`src/rtl/ctrl_pipe_pkg.sv`:
```
// Shared field positions and destination codes for the 24-bit decode control word.
// Used by ctrl_pipe_regs and ctrl_hazard_detect.
package ctrl_pipe_pkg;

    localparam int LOAD_BIT          = 0;
    localparam int MEMTOREG_BIT      = 1;
    localparam int LO_EN_BIT         = 2;
    localparam int RF_EN_BIT         = 3;
    localparam int HI_EN_BIT         = 4;
    localparam int MEM_MUX_BIT       = 5;
    localparam int MEM_SE_BIT        = 6;
    localparam int MEM_SIZE_LO       = 7;
    localparam int MEM_SIZE_HI       = 8;
    localparam int MEM_EN_BIT        = 9;
    localparam int MEM_RW_BIT        = 10;
    localparam int ALU_OP_LO         = 11;
    localparam int ALU_OP_HI         = 14;
    localparam int S0_S2_LO          = 15;
    localparam int S0_S2_HI          = 17;
    localparam int RS_ADDR_MUX_BIT   = 18;
    localparam int BASE_ADDR_MUX_BIT = 19;
    localparam int WD_LO             = 20;
    localparam int WD_HI             = 21;
    localparam int CMUX_BIT          = 22;
    localparam int JAL_ADDER_BIT     = 23;

    typedef enum logic [1:0] {
        WD_NONE = 2'd0,
        WD_RT   = 2'd1,
        WD_R31  = 2'd2,
        WD_RD   = 2'd3
    } write_dest_e;

    localparam logic [4:0] REG_RA = 5'd31;

endpackage

```
`src/rtl/ctrl_hazard_detect.sv`:
```
// Load-use hazard compare between the instruction in EX (id_ex) and the
// source registers of the instruction currently in ID.
module ctrl_hazard_detect #(
    parameter int REG_AW = 5
) (
    input  logic              load,
    input  logic              reg_we,
    input  logic [REG_AW-1:0] dest,
    input  logic [REG_AW-1:0] rs_id,
    input  logic [REG_AW-1:0] rt_id,
    output logic              stall
);

    assign stall = load & reg_we & (dest != '0) & ((dest == rs_id) | (dest == rt_id));

endmodule

```
`src/rtl/ctrl_pipe_regs.sv`:
```
// ID/EX, EX/MEM and MEM/WB control-word stage registers with bubble insertion.
// Define CTRL_PIPE_PERF_EN to add the bubble_count performance counter output.
module ctrl_pipe_regs
    import ctrl_pipe_pkg::*;
#(
    parameter int CW_W   = 24,
    parameter int REG_AW = 5
) (
    input  logic              clk,
    input  logic              reset,
    input  logic [CW_W-1:0]   ctrl_word_in,
    input  logic              cmux,
    input  logic              freeze,
    input  logic              flush,
    input  logic [REG_AW-1:0] rs_id,
    input  logic [REG_AW-1:0] rt_id,
    input  logic [REG_AW-1:0] rd_id,
    output logic              load_use_stall,
    output logic [3:0]        ex_alu_op,
    output logic [2:0]        ex_s0_s2,
    output logic [REG_AW-1:0] ex_dest,
    output logic              mem_rw,
    output logic              mem_en,
    output logic              mem_se,
    output logic              mem_mux,
    output logic [1:0]        mem_size,
    output logic [REG_AW-1:0] mem_dest,
    output logic              wb_load,
    output logic              wb_memtoreg,
    output logic              wb_lo_en,
    output logic              wb_hi_en,
    output logic              wb_reg_we,
    output logic [REG_AW-1:0] wb_dest
`ifdef CTRL_PIPE_PERF_EN
    ,
    output logic [31:0]       bubble_count
`endif
);

    logic [S0_S2_HI:0]   id_ex_ctrl;
    logic [REG_AW-1:0]   id_ex_dest;
    logic [MEM_RW_BIT:0] ex_mem_ctrl;
    logic [REG_AW-1:0]   ex_mem_dest;
    logic [HI_EN_BIT:0]  mem_wb_ctrl;
    logic [REG_AW-1:0]   mem_wb_dest;

    write_dest_e         wd;
    logic [REG_AW-1:0]   dest_resolved;
    logic                load_bubble;

    // These bits steer ID-stage muxes only and never enter the pipeline.
    logic unused_id_bits;
    assign unused_id_bits = ^{ctrl_word_in[JAL_ADDER_BIT], ctrl_word_in[CMUX_BIT],
                              ctrl_word_in[BASE_ADDR_MUX_BIT], ctrl_word_in[RS_ADDR_MUX_BIT]};

    always_comb begin
        wd            = write_dest_e'(ctrl_word_in[WD_HI:WD_LO]);
        dest_resolved = '0;
        case (wd)
            WD_RT:   dest_resolved = rt_id;
            WD_R31:  dest_resolved = REG_AW'(REG_RA);
            WD_RD:   dest_resolved = rd_id;
            default: dest_resolved = '0;
        endcase
    end

    ctrl_hazard_detect #(.REG_AW(REG_AW)) u_hazard (
        .load   (id_ex_ctrl[LOAD_BIT]),
        .reg_we (id_ex_ctrl[RF_EN_BIT]),
        .dest   (id_ex_dest),
        .rs_id  (rs_id),
        .rt_id  (rt_id),
        .stall  (load_use_stall)
    );

    assign load_bubble = flush | load_use_stall | ~cmux;

    always_ff @(posedge clk) begin
        if (reset) begin
            id_ex_ctrl  <= '0;
            id_ex_dest  <= '0;
            ex_mem_ctrl <= '0;
            ex_mem_dest <= '0;
            mem_wb_ctrl <= '0;
            mem_wb_dest <= '0;
        end else if (!freeze) begin
            ex_mem_ctrl <= id_ex_ctrl[MEM_RW_BIT:0];
            ex_mem_dest <= id_ex_dest;
            mem_wb_ctrl <= ex_mem_ctrl[HI_EN_BIT:0];
            mem_wb_dest <= ex_mem_dest;
            if (load_bubble) begin
                id_ex_ctrl <= '0;
                id_ex_dest <= '0;
            end else begin
                id_ex_ctrl <= ctrl_word_in[S0_S2_HI:0];
                id_ex_dest <= dest_resolved;
            end
        end
    end

`ifdef CTRL_PIPE_PERF_EN
    always_ff @(posedge clk) begin
        if (reset) begin
            bubble_count <= '0;
        end else if (!freeze && load_bubble) begin
            bubble_count <= bubble_count + 32'd1;
        end
    end
`endif

    assign ex_alu_op   = id_ex_ctrl[ALU_OP_HI:ALU_OP_LO];
    assign ex_s0_s2    = id_ex_ctrl[S0_S2_HI:S0_S2_LO];
    assign ex_dest     = id_ex_dest;

    assign mem_rw      = ex_mem_ctrl[MEM_RW_BIT];
    assign mem_en      = ex_mem_ctrl[MEM_EN_BIT];
    assign mem_size    = ex_mem_ctrl[MEM_SIZE_HI:MEM_SIZE_LO];
    assign mem_se      = ex_mem_ctrl[MEM_SE_BIT];
    assign mem_mux     = ex_mem_ctrl[MEM_MUX_BIT];
    assign mem_dest    = ex_mem_dest;

    assign wb_load     = mem_wb_ctrl[LOAD_BIT];
    assign wb_memtoreg = mem_wb_ctrl[MEMTOREG_BIT];
    assign wb_lo_en    = mem_wb_ctrl[LO_EN_BIT];
    assign wb_hi_en    = mem_wb_ctrl[HI_EN_BIT];
    assign wb_dest     = mem_wb_dest;
    // A destination of r0 means "no architectural write".
    assign wb_reg_we   = mem_wb_ctrl[RF_EN_BIT] & (mem_wb_dest != '0);

endmodule
```
`config.mk`:
```
export PLATFORM = sky130hd
export DESIGN_NAME = ctrl_pipe_regs
export DESIGN_NICKNAME = d
export VERILOG_FILES = /design/src/rtl/ctrl_pipe_pkg.sv /design/src/rtl/ctrl_hazard_detect.sv /design/src/rtl/ctrl_pipe_regs.sv
export SDC_FILE = /design/constraint.sdc
export NUM_CORES = 1
export LEC_CHECK = 0
export CAP_MARGIN = 30
export CORE_MARGIN = 5
export CORE_UTILIZATION = 45
export CTS_CLUSTER_SIZE = 25
export DETAILED_ROUTE_END_ITERATION = 10
export PLACE_DENSITY = 0.8
export SLEW_MARGIN = 40
export SYNTH_ARGS = -nofsm -noshare
export SYNTH_HDL_FRONTEND = slang
export SYNTH_SLANG_ARGS = --single-unit
```
`constraint.sdc`:
```
create_clock -name clk -period 1.9 [get_ports clk]
set_input_delay 0.38 -clock clk [delete_from_list [all_inputs] [get_ports clk]]
set_output_delay 0.38 -clock clk [all_outputs]
set_load 0.1 [all_outputs]
```
=== Word-level counts from Yosys, hierarchy flattened ===
Cells that the tools add are included.
W data, S select, Z words.

* Flip-flop bits (word level): 49
* Logic and storage cells: 24
* Input port bits: 44
* Output and inout port bits: 34

* Reductions and logical operators: 2
* Muxes and demuxes: 3
* Bitwise logic cells: 8
* Equality and inequality tests: 5

{| class="wikitable"
|+ Operators by type and width
! operator !! count
|-
| $mux W18 || 1
|-
| $pmux W5 S3 || 1
|-
| $eq A5 B5 Y1 || 2
|-
| $reduce_bool A5 Y1 || 2
|-
| $mux W5 || 1
|-
| $and A1 B1 Y1 || 4
|-
| $eq A2 B2 Y1 const B || 2
|-
| $or A1 B1 Y1 || 3
|-
| $eq A2 B1 Y1 const B || 1
|-
| $not A1 Y1 || 1
|}

=== Longest topological paths before layout ===
* Depth after elaboration: 6
* Mapped depth: 5
* Mapped depth without buffers: 4

=== Hierarchy ===
A second synthesis with hierarchy kept.

* Cells, all modules: 200
* Area, all modules: 1966.9 um2

{| class="wikitable"
|+ By module, submodules not included
! module !! area each (um2) !! cells each !! seq. area each (um2) !! times used
|-
| ctrl_pipe_regs || 1834.3 || 183 || 980.9 || 1
|-
| ctrl_hazard_detect || 132.6 || 17 || 0.0 || 1
|}

=== Worst setup path after synthesis ===
OpenSTA, ideal clock, no wires.

* Path type: register to output
* Start point: reg id_ex_dest[0] (netlist: ex_dest[0])
* End point: out load_use_stall
* Buffers on the path: 0
* Stages on the path, launching flop included: 5
* Path slack: -1.458 ns
* Arrival time: 2.978 ns
* Required time: 1.520 ns
* Cells stage by stage: dfxtp_1 -> xnor2_1 -> nand3_1 -> o22ai_2 -> nor2b_1

* Cells in the longest elaborated chain, start to end: 3
* Elaborated cells between the ends (all ways): 6
* Those cells by class: eq/ne: 2; bitwise: 3; reduce/logical: 1

{| class="wikitable"
|+ RTL lines
! element !! RTL line !! source
|-
| from (decl) || ctrl_pipe_regs.sv:41 || <nowiki>logic [REG_AW-1:0] id_ex_dest;</nowiki>
|-
| from (signal assigned) || ctrl_pipe_regs.sv:96 || <nowiki>id_ex_dest <= dest_resolved;</nowiki>
|-
| $eq A5 B5 Y1 or $reduce_bool A5 Y1 (tied branches) || ctrl_hazard_detect.sv:14 || <nowiki>assign stall = load & reg_we & (dest != '0) & ((dest == rs_id) | (dest == rt_id));</nowiki>
|-
| $or A1 B1 Y1 or $and A1 B1 Y1 (tied branches) || ctrl_hazard_detect.sv:14 ||
|-
| $and A1 B1 Y1 * || ctrl_hazard_detect.sv:14 ||
|-
| to (decl) || ctrl_pipe_regs.sv:18 || <nowiki>output logic load_use_stall,</nowiki>
|}

Mark *: on every way between the ends. The rest lies on a longest branch, timed or not.

=== Worst setup path after layout ===
* Start point: reg id_ex_dest[4] (netlist: ex_dest[4])
* End point: out load_use_stall

Same word-level chain as after synthesis.

==> impl_metrics.csv <==
group,metric,value,unit
synth,synth_area,2260,µm²
cts,numCtsBuffers,5,
drt,dr.first_iter.drc_count,108,
setup_path,critPathLaunchType,"flop",
setup_path,cp-end-kind,"primary output",
power,ir_worst_vdd,0.000413,V
finish,num-nets-final,344,
power,p_per_area,680,nW/µm²
synth,yosysWarnings,0,
flow_run,maxCapViolations,0,
synth,synth-edff-count,0,
sta,final.setup.worst_slack,-0.111,ns
setup_path,critical_path_arrival,1.63,ns
cts,cts_buffer_depth,2,
sta,rsz0062_at_grt,"yes",
place,port_buffers,73,
global_route,gr-usage-met3,0.0377,
cts,clk_pin_slew,0.08,ns
setup_path,critPathRequiredTime,1.52,ns
synth,ys_top_cells_by_count,"dfxtp_1 (49), mux2i_1 (26), nor2_1 (26)",
setup_path,r2r-start,"ex_dest[4]",
setup_path,r2r_end,"id_ex_ctrl[0]",
drt,viasPerCell,5.30,
drt,antenna_left,0,
finish,drive_above_1_share,0.316,
place,pre_cts_slack,-0.151,ns
finish,regArea,1010,µm²
global_route,grt_pass1_wl,8.63,mm
floorplanning,initial_core_util,0.472,
drt,first_pass_iters,4,
setup_path,critical_path.cell_chain,"or4_4 -> o211ai_4 -> nor2b_4 -> buf_12",
synth,ys.flop_type,"dfxtp_1",
floorplanning,rows,25,
global_route,grt_util_met1,0.204,
synth,syn_avg_cell_area,9.91,µm²
floorplanning,die_area,6540,µm²
synth,syn_nets,272,
synth,synth_most_common_cell,"dfxtp_1",
sta,hold_violations,0,
global_route,grt_max_degree,47,
cts,cts_tree,"yes",
cts,htreeDepth,2,
drt,routed_wl,5.36,mm
sta,setup_viol,1,
sta,fin_crit_sh,1.06,
sta,tightest_slew,0.559,ns
finish,nFillCells,389,
worst_hold_path,min_from,"id_ex_ctrl[9]",
global_route,overflow,0,
floorplanning,die_h,80.9,µm
worst_hold_path,holdPathStages,2,
floorplanning,core_area,4790,µm²
setup_path,reg2reg_depth,5,
power,finalPower,2190,µW
global_route,use_met2,0.286,
place,gp_congestion,0.781,
synth,yosysSeqAreaShare,0.434,
finish,area_growth,42.2,%
cts,holdBufCountCts,0,
setup_path,slowest_stage,"or4_4",
worst_hold_path,hold_path.class,"flop to flop",
setup_path,worstSetupPathType,"flop to primary output",
sta,skew,0.00750,ns
global_route,grt_pass1_vias,1852,
sta,fin_crit,2.01,ns
setup_path,rrSetupSlack,0.17,ns
cts,cts_sinks,49,
floorplanning,num_io_pins,78,
global_route,busiest_layer,"met2",
finish,utilization,0.671,
finish,n_antenna_cell,0,
drt,vias,1950,
setup_path,max_stage_delay,0.54,ns
finish,multi_input_area,1150,µm²
cts,clock_latency,0.30,ns
sta,max_freq,0.497,GHz
cts,clockRootBuffer,"clkbuf_8",
synth,synth_cells,228,
synth,yosys-top-cells-area,"dfxtp_1 (43%), mux2i_1 (12%), a32oi_1 (8.9%)",
power,leakagePower,0.00136,µW
floorplanning,die_w,80.9,µm
outcome,violations,"negative setup slack",
drt,drc,0,
synth,synthArstFlopShare,0,
synth,yosys.area.top_type_share,0.434,
sta,slew_headroom,0.626,
sta,slew_viol_final,0,
synth,yosys.area.top_type,"dfxtp_1",
synth,synth_cell_types,24,
global_route,track_usage,0.167,
synth,ys_seq_elements,49,
place,hpwl,3.75,mm
worst_hold_path,min_to,"id_ex_ctrl[9]",
setup_path,crit_fanout,2,
global_route,antenna_found_initial,0,
drt,wire_per_inst,14.6,µm
outcome,outcome,"complete, but fails checks",
==> layer usage <==
layer  vias up  wire length (µm)
met3         8               273
met2        53              2770
met1       930              2220
li1        959                 -
met4         0                97
met5         -                 0
==> critical path, delay by kind of cell (launching register included) <==
kind,cells,cell delay [ns]
flops,1,0.35
simple gates,2,0.61
buf+inv,1,0.16
compound gates,1,0.21
==> cells by family after synthesis <==
family / share of synthesized area
flip-flops: 0.434
XOR/XNOR: 0.0388
buffers and inverters: 0.0775
AND/OR/NAND/NOR: 0.133
AO/OA/AOI/OAI: 0.201
multiplexers: 0.115
==> cell usage in the layout, fill, tap and decap left out, drive strengths merged <==
cell           count
o21a               1
nand2             25
buf               52
dlymetal6s2s       5
o22ai              1
inv                1
a22o               5
clkdlybuf4s50     30
nor2              26
a32oi             23
nand3              2
xnor2             10
mux2i             26
o211ai             1
dfxtp             49
clkbuf             7
nor2b              3
nand2b             5
o21ai             23
dlygate4sd2        3
nor4b              1
or4                2
==> timing repair <==
action,in CTS,in global routing
gates resized for setup,3,11
pin swaps,5,9
buffers inserted,7,1
setup endpoints to repair,2,2
==> stage by stage <==
step	instances	TNS (ns)	cell area [µm²]	hold WS (ns)
3_3_place_gp	352	-0.238	3010	0.450
5_1_grt	368	-0.219	3210	0.498
3_5_place_dp	352	-0.326	3010	0.455
2_1_floorplan	228	-0.102	2290	0.440
4_1_cts	367	-0.158	3150	0.475
6_report	368	-0.111	3210	0.472
==> flip-flops by register name, summed over array words and instances (netlist names) <==
name         flops
ex_dest          5
ex_mem_ctrl     11
id_ex_ctrl      18
mem_dest         5
mem_wb_ctrl      5
wb_dest          5
==> power by group <==
part | switching, µW | internal [µW]
registers | 29.1 | 1060
clock network | 333 | 297
logic | 271 | 198
total | 634 | 1550
==> worst max path at each step <==
stage,startpoint,to,slack (ns),cells after the start
6_report,ex_dest[4],load_use_stall,-0.11,4
3_5_place_dp,rt_id[0],load_use_stall,-0.15,6
5_1_grt,ex_dest[4],load_use_stall,-0.17,6
4_1_cts,ex_dest[4],load_use_stall,-0.14,4
3_3_place_gp,rt_id[0],load_use_stall,-0.15,6
2_1_floorplan,ex_dest[3],load_use_stall,-0.10,4
==> layout make-up <==
class                   instances  area share
repair buffers                 90       0.274
clock buffers                   7      0.0269
multi-input cells             154       0.358
clock inverters                 1     0.00195
flip-flops and latches         49       0.313
well taps                      67      0.0261
Power figures use the tool's default switching activity.
